[config.mk]
export PLATFORM = sky130hd
export DESIGN_NAME = prog_uart_alici
export DESIGN_NICKNAME = d
export VERILOG_FILES = /design/src/rtl/prog_uart_pkg.sv /design/src/rtl/prog_uart_rx_bayt.sv /design/src/rtl/prog_uart_alici.sv
export SDC_FILE = /design/constraint.sdc
export NUM_CORES = 1
export LEC_CHECK = 0
export ABC_AREA = 1
export ABC_CLOCK_PERIOD_IN_PS = 3600
export CAP_MARGIN = 20
export CORE_UTILIZATION = 35
export CTS_BUF_LIST = sky130_fd_sc_hd__clkbuf_4 sky130_fd_sc_hd__clkbuf_8
export DETAILED_ROUTE_END_ITERATION = 6
export PLACE_DENSITY_LB_ADDON = 0.1
export SLEW_MARGIN = 25
export SYNTH_ARGS = -nofsm -noshare
export SYNTH_HDL_FRONTEND = slang
export SYNTH_SLANG_ARGS = --single-unit
[constraint.sdc]
create_clock -name clk_i -period 3.6 [get_ports clk_i]
set_input_delay 0.36 -clock clk_i [delete_from_list [all_inputs] [get_ports clk_i]]
set_output_delay 0.36 -clock clk_i [all_outputs]
set_load 0.1 [all_outputs]
[src/rtl/prog_uart_pkg.sv]
// prog_uart_pkg: shared state encodings for the UART programming receiver
package prog_uart_pkg;
   typedef enum logic [1:0] {ST_PREAMBLE, ST_LEN, ST_DATA} top_state_t;
   typedef enum logic [1:0] {RX_IDLE, RX_START, RX_DATA, RX_STOP} rx_state_t;
   localparam top_state_t DEFAULT_STATE = ST_PREAMBLE;
endpackage

[src/rtl/prog_uart_rx_bayt.sv]
// prog_uart_rx_bayt: line synchroniser and 8N1 byte receiver
module prog_uart_rx_bayt
   import prog_uart_pkg::*;
#(
   parameter int BAUD_DIV = 868
)(
   input  logic       clk_i,
   input  logic       rst_i,
   input  logic       rx_i,
   output logic [7:0] byte_o,
   output logic       byte_valid_o,
   output logic       frame_err_o
);
   localparam int CW = $clog2(BAUD_DIV);
   localparam logic [CW-1:0] FULL = CW'(BAUD_DIV - 1);
   localparam logic [CW-1:0] HALF = CW'(BAUD_DIV / 2 - 1);

   logic [1:0]    r_sync;
   logic          r_prev;
   rx_state_t     r_state, w_state_nx;
   logic [CW-1:0] r_cnt, w_cnt_nx;
   logic [2:0]    r_bit, w_bit_nx;
   logic [7:0]    r_shift, w_shift_nx;
   logic          r_valid, w_valid_nx;
   logic          r_ferr, w_ferr_nx;
   logic          w_rx;

   assign w_rx         = r_sync[1];
   assign byte_o       = r_shift;
   assign byte_valid_o = r_valid;
   assign frame_err_o  = r_ferr;

   // synchroniser and receiver state registers
   always_ff @(posedge clk_i) begin
      if (rst_i) begin
         r_sync  <= 2'b11;
         r_prev  <= 1'b1;
         r_state <= RX_IDLE;
         r_cnt   <= '0;
         r_bit   <= '0;
         r_shift <= '0;
         r_valid <= 1'b0;
         r_ferr  <= 1'b0;
      end else begin
         r_sync  <= {r_sync[0], rx_i};
         r_prev  <= w_rx;
         r_state <= w_state_nx;
         r_cnt   <= w_cnt_nx;
         r_bit   <= w_bit_nx;
         r_shift <= w_shift_nx;
         r_valid <= w_valid_nx;
         r_ferr  <= w_ferr_nx;
      end
   end

   // bit timing: half-bit start check, then one sample per bit period
   always_comb begin
      w_state_nx = r_state;
      w_cnt_nx   = r_cnt + 1'b1;
      w_bit_nx   = r_bit;
      w_shift_nx = r_shift;
      w_valid_nx = 1'b0;
      w_ferr_nx  = 1'b0;
      case (r_state)
         RX_IDLE: begin
            w_cnt_nx = '0;
            w_bit_nx = '0;
            if (r_prev && !w_rx) w_state_nx = RX_START;
         end
         RX_START: if (r_cnt == HALF) begin
            w_cnt_nx   = '0;
            w_state_nx = w_rx ? RX_IDLE : RX_DATA;
         end
         RX_DATA: if (r_cnt == FULL) begin
            w_cnt_nx   = '0;
            w_shift_nx = {w_rx, r_shift[7:1]};
            w_bit_nx   = r_bit + 1'b1;
            if (r_bit == 3'd7) w_state_nx = RX_STOP;
         end
         default: if (r_cnt == FULL) begin
            w_cnt_nx   = '0;
            w_state_nx = RX_IDLE;
            w_valid_nx = w_rx;
            w_ferr_nx  = !w_rx;
         end
      endcase
   end
endmodule

[src/rtl/prog_uart_alici.sv]
// prog_uart_alici: UART programming endpoint; optional idle-gap abort via PROG_TIMEOUT_EN
module prog_uart_alici
   import prog_uart_pkg::*;
#(
   parameter int                BAUD_DIV    = 868,
   parameter int                ADDR_W      = 32,
   parameter logic [ADDR_W-1:0] BASE_ADDR   = 32'h4000_0000,
   parameter logic [31:0]       PREAMBLE    = 32'h4C5A_494B,
   parameter logic [31:0]       TIMEOUT_CYC = 32'd10_000_000
)(
   input  logic              clk_i,
   input  logic              rst_i,
   input  logic              program_rx_i,
   output logic              prog_mode_o,
   output logic              prog_we_o,
   output logic [ADDR_W-1:0] prog_addr_o,
   output logic [31:0]       prog_data_o,
   output logic              prog_done_o,
   output logic              prog_err_o
);
   logic [7:0]        w_byte;
   logic              w_valid, w_ferr, w_abort, w_tmo;
   logic [31:0]       w_shifted;
   top_state_t        r_state, w_state_nx;
   logic [1:0]        r_idx, w_idx_nx;
   logic [1:0]        r_bcnt, w_bcnt_nx;
   logic [31:0]       r_len, w_len_nx;
   logic [31:0]       r_word, w_word_nx;
   logic [31:0]       r_index, w_index_nx;
   logic              r_fin, w_fin_nx;
   logic              r_mode, w_mode_nx;
   logic              r_we, w_we_nx;
   logic [ADDR_W-1:0] r_addr, w_addr_nx;
   logic [31:0]       r_data, w_data_nx;
   logic              r_done, w_done_nx;
   logic              r_err, w_err_nx;

   prog_uart_rx_bayt #(.BAUD_DIV(BAUD_DIV)) u_rx (
      .clk_i        (clk_i),
      .rst_i        (rst_i),
      .rx_i         (program_rx_i),
      .byte_o       (w_byte),
      .byte_valid_o (w_valid),
      .frame_err_o  (w_ferr)
   );

`ifdef PROG_TIMEOUT_EN
   logic [31:0] r_gap;
   // idle-gap counter, only running while a transfer is open
   always_ff @(posedge clk_i) begin
      if (rst_i || r_state == ST_PREAMBLE || w_valid) r_gap <= '0;
      else r_gap <= r_gap + 1'b1;
   end
   assign w_tmo = (r_gap == TIMEOUT_CYC - 1);
`else
   logic w_unused_tmo;
   assign w_unused_tmo = ^TIMEOUT_CYC;
   assign w_tmo        = 1'b0;
`endif

   assign w_abort     = w_ferr || w_tmo;
   assign w_shifted   = {w_byte, r_word[31:8]};
   assign prog_mode_o = r_mode;
   assign prog_we_o   = r_we;
   assign prog_addr_o = r_addr;
   assign prog_data_o = r_data;
   assign prog_done_o = r_done;
   assign prog_err_o  = r_err;

   // protocol state and output registers
   always_ff @(posedge clk_i) begin
      if (rst_i) begin
         r_state <= DEFAULT_STATE;
         r_idx   <= '0;
         r_bcnt  <= '0;
         r_len   <= '0;
         r_word  <= '0;
         r_index <= '0;
         r_fin   <= 1'b0;
         r_mode  <= 1'b0;
         r_we    <= 1'b0;
         r_addr  <= '0;
         r_data  <= '0;
         r_done  <= 1'b0;
         r_err   <= 1'b0;
      end else begin
         r_state <= w_state_nx;
         r_idx   <= w_idx_nx;
         r_bcnt  <= w_bcnt_nx;
         r_len   <= w_len_nx;
         r_word  <= w_word_nx;
         r_index <= w_index_nx;
         r_fin   <= w_fin_nx;
         r_mode  <= w_mode_nx;
         r_we    <= w_we_nx;
         r_addr  <= w_addr_nx;
         r_data  <= w_data_nx;
         r_done  <= w_done_nx;
         r_err   <= w_err_nx;
      end
   end

   // preamble hunt, length capture and word assembly; bytes arrive LSB first
   always_comb begin
      w_state_nx = r_state;
      w_idx_nx   = r_idx;
      w_bcnt_nx  = r_bcnt;
      w_len_nx   = r_len;
      w_word_nx  = r_word;
      w_index_nx = r_index;
      w_fin_nx   = r_fin;
      w_mode_nx  = r_mode;
      w_we_nx    = 1'b0;
      w_addr_nx  = r_addr;
      w_data_nx  = r_data;
      w_done_nx  = 1'b0;
      w_err_nx   = r_err;
      if (r_state != ST_PREAMBLE && w_abort) begin
         w_state_nx = ST_PREAMBLE;
         w_mode_nx  = 1'b0;
         w_err_nx   = 1'b1;
         w_fin_nx   = 1'b0;
         w_idx_nx   = '0;
         w_bcnt_nx  = '0;
      end else begin
         case (r_state)
            ST_PREAMBLE: begin
               if (w_ferr) w_idx_nx = '0;
               else if (w_valid) begin
                  if (w_byte == PREAMBLE[8*r_idx +: 8]) begin
                     w_idx_nx = r_idx + 1'b1;
                     if (r_idx == 2'd3) begin
                        w_state_nx = ST_LEN;
                        w_mode_nx  = 1'b1;
                        w_err_nx   = 1'b0;
                        w_bcnt_nx  = '0;
                     end
                  end else w_idx_nx = (w_byte == PREAMBLE[7:0]) ? 2'd1 : 2'd0;
               end
            end
            ST_LEN: if (w_valid) begin
               w_word_nx = w_shifted;
               w_bcnt_nx = r_bcnt + 1'b1;
               if (r_bcnt == 2'd3) begin
                  w_len_nx   = w_shifted;
                  w_index_nx = '0;
                  w_state_nx = (w_shifted == '0) ? ST_PREAMBLE : ST_DATA;
                  w_done_nx  = (w_shifted == '0);
                  w_mode_nx  = (w_shifted != '0);
               end
            end
            default: begin
               if (r_fin) begin
                  w_fin_nx   = 1'b0;
                  w_done_nx  = 1'b1;
                  w_mode_nx  = 1'b0;
                  w_state_nx = ST_PREAMBLE;
               end else if (w_valid) begin
                  w_word_nx = w_shifted;
                  w_bcnt_nx = r_bcnt + 1'b1;
                  if (r_bcnt == 2'd3) begin
                     w_we_nx    = 1'b1;
                     w_data_nx  = w_shifted;
                     w_addr_nx  = BASE_ADDR + ADDR_W'({r_index, 2'b00});
                     w_index_nx = r_index + 1'b1;
                     w_fin_nx   = (r_index + 1'b1 == r_len);
                  end
               end
            end
         endcase
      end
   end
endmodule

After elaboration in Yosys (flattened, before gate mapping). Cells that the tools add are included.

Register bits: 199. Input port bits: 3. Output and inout port bits: 68. Word-level logic and storage cells: 152.

Add/sub/neg operators: 6. Eq/ne operators: 24. Shifts and indexed selects: 1. Mux-type cells: 63. Bitwise logic cells: 6. Reduce and logical (&&, ||, !) cells: 31.

Operators with widths (count): two-way mux 32 bit (7); case mux 32 bit (2 select lines) (2); two-way mux 2 bit (23); adder 31 x 32 -> 32 bit, first input constant (1); adder 32 x 1 -> 32 bit, second input constant (1); == test 32 bit (1); zero test 32 bit (1); nonzero test 32 bit (1); indexed part select 32 x 6 -> 8 bit, first input constant (1); AND reduction 5 bit (5); two-way mux 1 bit (21); two-way mux 10 bit (2); case mux 10 bit (2 select lines) (1); != test 2 x 1 -> 1 bit, second input constant (7); nonzero test 2 bit (7); adder 10 x 1 -> 10 bit, second input constant (1); == test 10 bit, second input constant (1); == test 10 x 9 -> 1 bit, second input constant (1); != test 2 bit, second input constant (5); == test 8 x 7 -> 1 bit, second input constant (1); == test 8 bit (1); case mux 2 bit (2 select lines) (2); AND reduction 7 bit (1); == test 2 bit, second input constant (3); other kinds (20) (34).

Depth between registers and ports, before layout.
Word-level depth: 7. Mapped depth: 15. Depth with buffers taken out: 15.

Hierarchy. Synthesis repeated with hierarchy kept, for this count alone.

Cells, all modules: 1207. Area, all modules: 8735.9 um^2.

Modules (own cells, without submodules): prog_uart_alici (times used 1, cells an instance 1056, area each 7445.9 um^2, seq. area each 3223.1 um^2); prog_uart_rx_bayt (times used 1, cells an instance 151, area each 1290.0 um^2, seq. area each 560.5 um^2).

Worst setup path before layout. No wires, ideal clock.

Path kind: register -> register. Start point: register r_index[0]. End point: register r_fin. Library setup time: 0.071 ns. Arrival: 1.812 ns. Data required time: 3.529 ns. Slack: 1.716 ns. Stages on the path, launching flop included: 16. Path buffers: 0. Cells stage by stage: dfxtp_1 -> ha_1 -> nand2_1 -> nor2_2 -> nand2_2 -> nor2_2 -> nand2_1 -> nand2_1 -> nand2_1 -> nand2_1 -> nand2_1 -> nor2_1 -> nand2_1 -> nor2_1 -> nand3_1 -> a21oi_1.

Word-level cells in the longest chain between the ends: 5.

RTL lines: start, declared (line prog_uart_alici.sv:29) `logic [31:0] r_index, w_index_nx;`; start signal, assigned (line prog_uart_alici.sv:92) `r_index <= w_index_nx;`; adder 32 x 1 -> 32 bit (line prog_uart_alici.sv:166) `w_fin_nx = (r_index + 1'b1 == r_len);`; == test 32 bit (line prog_uart_alici.sv:166); two-way mux 1 bit (line prog_uart_alici.sv:161) `if (r_bcnt == 2'd3) begin`; two-way mux 1 bit (line prog_uart_alici.sv:158) `end else if (w_valid) begin`; two-way mux 1 bit (line prog_uart_alici.sv:153) `if (r_fin) begin`; end signal, assigned (line prog_uart_alici.sv:93) `r_fin <= w_fin_nx;`; end, declared (line prog_uart_alici.sv:30) `logic r_fin, w_fin_nx;`.

Every way passes these cells. A chain may end at the register's enable or synchronous reset.

Final worst setup path.
Start point: register r_bcnt[0]. End point: register r_index[6].

Word-level cells in the longest chain between the ends: 2.

RTL lines: start, declared (line prog_uart_alici.sv:26) `logic [1:0] r_bcnt, w_bcnt_nx;`; start signal, assigned (line prog_uart_alici.sv:89) `r_bcnt <= w_bcnt_nx;`; == test 2 bit (line prog_uart_alici.sv:144, prog_uart_alici.sv:161); AND reduction 5 bit (no source line).

Every way passes these cells.

==> impl_results.md <==
- Final #Nets: approximately 1300
- WL/cell: about 15 microns
- P per Cell Area: 387 nW/um^2
- Die Ht: 158 microns
- Gr busiest metal: met2
- YS warnings: 0
- Crit. End Element: flip-flop
- Total Routing Usage GR: 0.209
- Placed Cells: 1557
- DIE AREA: 24900 sq um
- Met1 Usage GRT: 0.301
- Die W: 158 microns
- Setup slack at placement: 0.906 ns
- Final HPWL DP: 17700 microns
- # fillers: 2538
- Initial antenna violation count: 0
- H-tree Lvls: 4
- Peak supply drop: 0.000207 V
- Layout cell share with drive strength beyond 1: 0.0512
- Max-slew violation count: 0
- RSZ-0062 raised after global routing: no
- Average cell area after synthesis: approximately 7 sq um
- Total power: between 3 and 4 mW
- CP Launch Type: flip-flop
- Hold WC Path Type: reg2reg
- Final worst slack: 0.912 ns
- Clk Latency, worst-skew pair: 0.48 ns
- Starting Density: 0.359
- # clock sinks: 189
- GRT met3 Usage: 0.0257
- Final setup viols: 0
- Total Neg Setup Slack: 0 ns
- Port bufs: 68
- R2R Setup Slk: roughly 0.91 ns
- Row Count: 56
- Cells after synthesis: 1212
- WP data required: 4.01 ns
- WP data arrival: approximately 3.1 ns
- Static Leakage: around 3.6 nW
- Largest net degree at the start of global routing: 83
- Max cap viols: 0
- Netlist cell types: 34
- Status: finished, final reports clean
- Area Growth Syn to Fin: 16.7%
- CTS Buffer Depth: 2
- Number of remaining DRC errors: 0
- Post-CTS Setup Inserts: 0
- CTS tree: yes
- Resized Gates After CTS: 0
- Mapped Area: about 8500 sq um
- Final ANT Viol Nets: 0
- Vias in the first global route: 7200
- Via-to-Cell Ratio: 4.89
- Minimum clock period: 2.69 ns
- Relative slew margins: 0.326
- Core ar.: approximately 24000 sq um
- CP max FO: 34
- Clock skew: 0.0173 ns
- DR iter-0 viols: approximately 560
- First-pass GRT wire length: 39800 microns
- Detailed Route WL: 24500 microns
- GRT overflow: 0
- Number of cells in the finished layout apart from fillers: 1589
- # hold bufs at CTS: 0
- CP Class: reg2reg
- TritonCTS Buffers: 17
- Sequential area share after synthesis: 0.446
- Top-level I/O count: 71
- Drt pass-1 iters: 5
- Clk slew on worst S/H paths: 0.11 ns
- Root Driver: clkbuf_8
- Worst Tran Pin Value: 1.01 ns
- Final hold violation count: 0
- Vias: 7763
- ANT cells: 0
- GR Util met2: 0.324
- FMAX: 372 MHz
- Fin crit share: 0.747
- GPL Wtd Cong: 0.906
- Register bit total from synthesis: roughly 190
==> where the power goes <==
part | total (mW) | internal [mW] | switching (mW)
sequential | 2.12 | 2.10 | 0.0137
combinational | 0.136 | 0.0364 | 0.0994
clock | 1.58 | 0.723 | 0.855
total | 3.83 | 2.86 | 0.968
==> cell type report <==
class	instances	area (sq um)	area share
tap	319	399	0.0403
sequential	189	3780	0.382
timing repair buffer	77	773	0.0781
clock buffer	18	241	0.0244
multi-input combinational	852	4040	0.409
inverter	120	453	0.0458
clock inverter	14	203	0.0205
==> sequential cells by signal, summed over array words and instances (netlist names), 2 cells and up <==
signal,cells
r_bcnt,2
r_len,32
prog_addr_o,30
r_word,24
u_rx.r_cnt,10
r_index,32
prog_data_o,32
u_rx.byte_o,8
u_rx.r_bit,3
r_state,2
u_rx.r_state,2
u_rx.r_sync,2
r_idx,2
==> through the flow <==
step / area, sq um / util / hold WS [ns]
5_1_grt: 9900 / 0.419 / 0.435
3_5_place_dp: 9450 / 0.400 / 0.404
6_report: 9900 / 0.419 / 0.421
2_1_floorplan: 8480 / - / 0.389
4_1_cts: 9900 / 0.419 / 0.420
3_3_place_gp: 9450 / 0.400 / 0.396
==> worst paths after layout <==
path                  start        endpoint  depth (start not counted)
max               r_bcnt[0]      r_index[6]                          8
min          u_rx.r_sync[0]  u_rx.r_sync[1]                          1
max reg2reg       r_bcnt[0]      r_index[6]                          8
min reg2reg  u_rx.r_sync[0]  u_rx.r_sync[1]                          1
==> layout by cell type, fill, tap and decap left out, drive strengths merged <==
cell type      Yosys  routed
a21o               2       2
a21oi            158     158
a221oi             1       1
a22o               1       1
a31oi              3       3
buf                7       9
bufinv             0       3
clkbuf            45      18
clkdlybuf4s50      0      68
clkinv             0       5
clkinvlp           0       1
conb               1       2
dfxtp            189     189
ha                10      10
inv              120     125
nand2            259     259
nand3             99      99
nand4              7       7
nor2             136     136
nor3               9       9
nor4               8       8
o2111ai            1       1
o211ai             2       2
o21ai            136     136
o41ai              1       1
or2                2       2
xnor2              5       5
xnor3              1       1
xor2               9       9
==> cells in the mapped netlist <==
master     count  area share
a21o_1         2      0.0018
a21oi_1      158       0.093
a221oi_1       1      0.0010
a22o_1         1      0.0010
a31oi_1        3      0.0022
buf_1          1     0.00044
buf_2          4      0.0024
buf_4          2      0.0018
clkbuf_1      45       0.020
conb_1         1     0.00044
dfxtp_1      189        0.45
ha_1          10       0.015
inv_1        119       0.053
inv_2          1     0.00044
nand2_1      253        0.11
nand2_2        5      0.0037
nand2_4        1      0.0013
nand3_1       99       0.058
nand4_1        7      0.0052
nor2_1       124       0.055
nor2_2         8      0.0059
nor2_4         3      0.0040
nor2_8         1      0.0024
nor3_1         9      0.0053
nor4_1         8      0.0059
o2111ai_1      1      0.0010
o211ai_1       2      0.0018
o21ai_0      132       0.078
o21ai_1        4      0.0024
o41ai_1        1      0.0010
or2_2          2      0.0015
xnor2_1        5      0.0052
xnor3_1        1      0.0027
xor2_1         9      0.0093
==> worst max-delay path, stage by stage (launching register included) <==
cell and delay [ns]:
dfxtp_1 0.35, ha_1 0.16, nand2_1 0.07, nor2_1 0.28, nand2_1 0.56, inv_4 0.44, buf_4 0.39, nand3_1 0.17
a21oi_1 0.17
==> cell families after synthesis <==
group                    count (synthesis)  share of synthesized area
other                                    1                   0.000442
adder cells (fa/ha/maj)                 10                     0.0148
AO/OA/AOI/OAI                          305                      0.183
buffers and inverters                  172                     0.0776
flip-flops                             189                      0.446
AND/OR/NAND/NOR                        520                      0.260
XOR/XNOR                                15                     0.0171
==> per-layer routing <==
layer	share of wire	vias to the layer above	wire, microns
li1	-	4070	-
met1	0.52	3522	12600
met2	0.44	154	10800
met3	0.033	17	808
met4	0.012	0	304
met5	0	-	0
No activity file was read; power rests on OpenSTA's default activity.
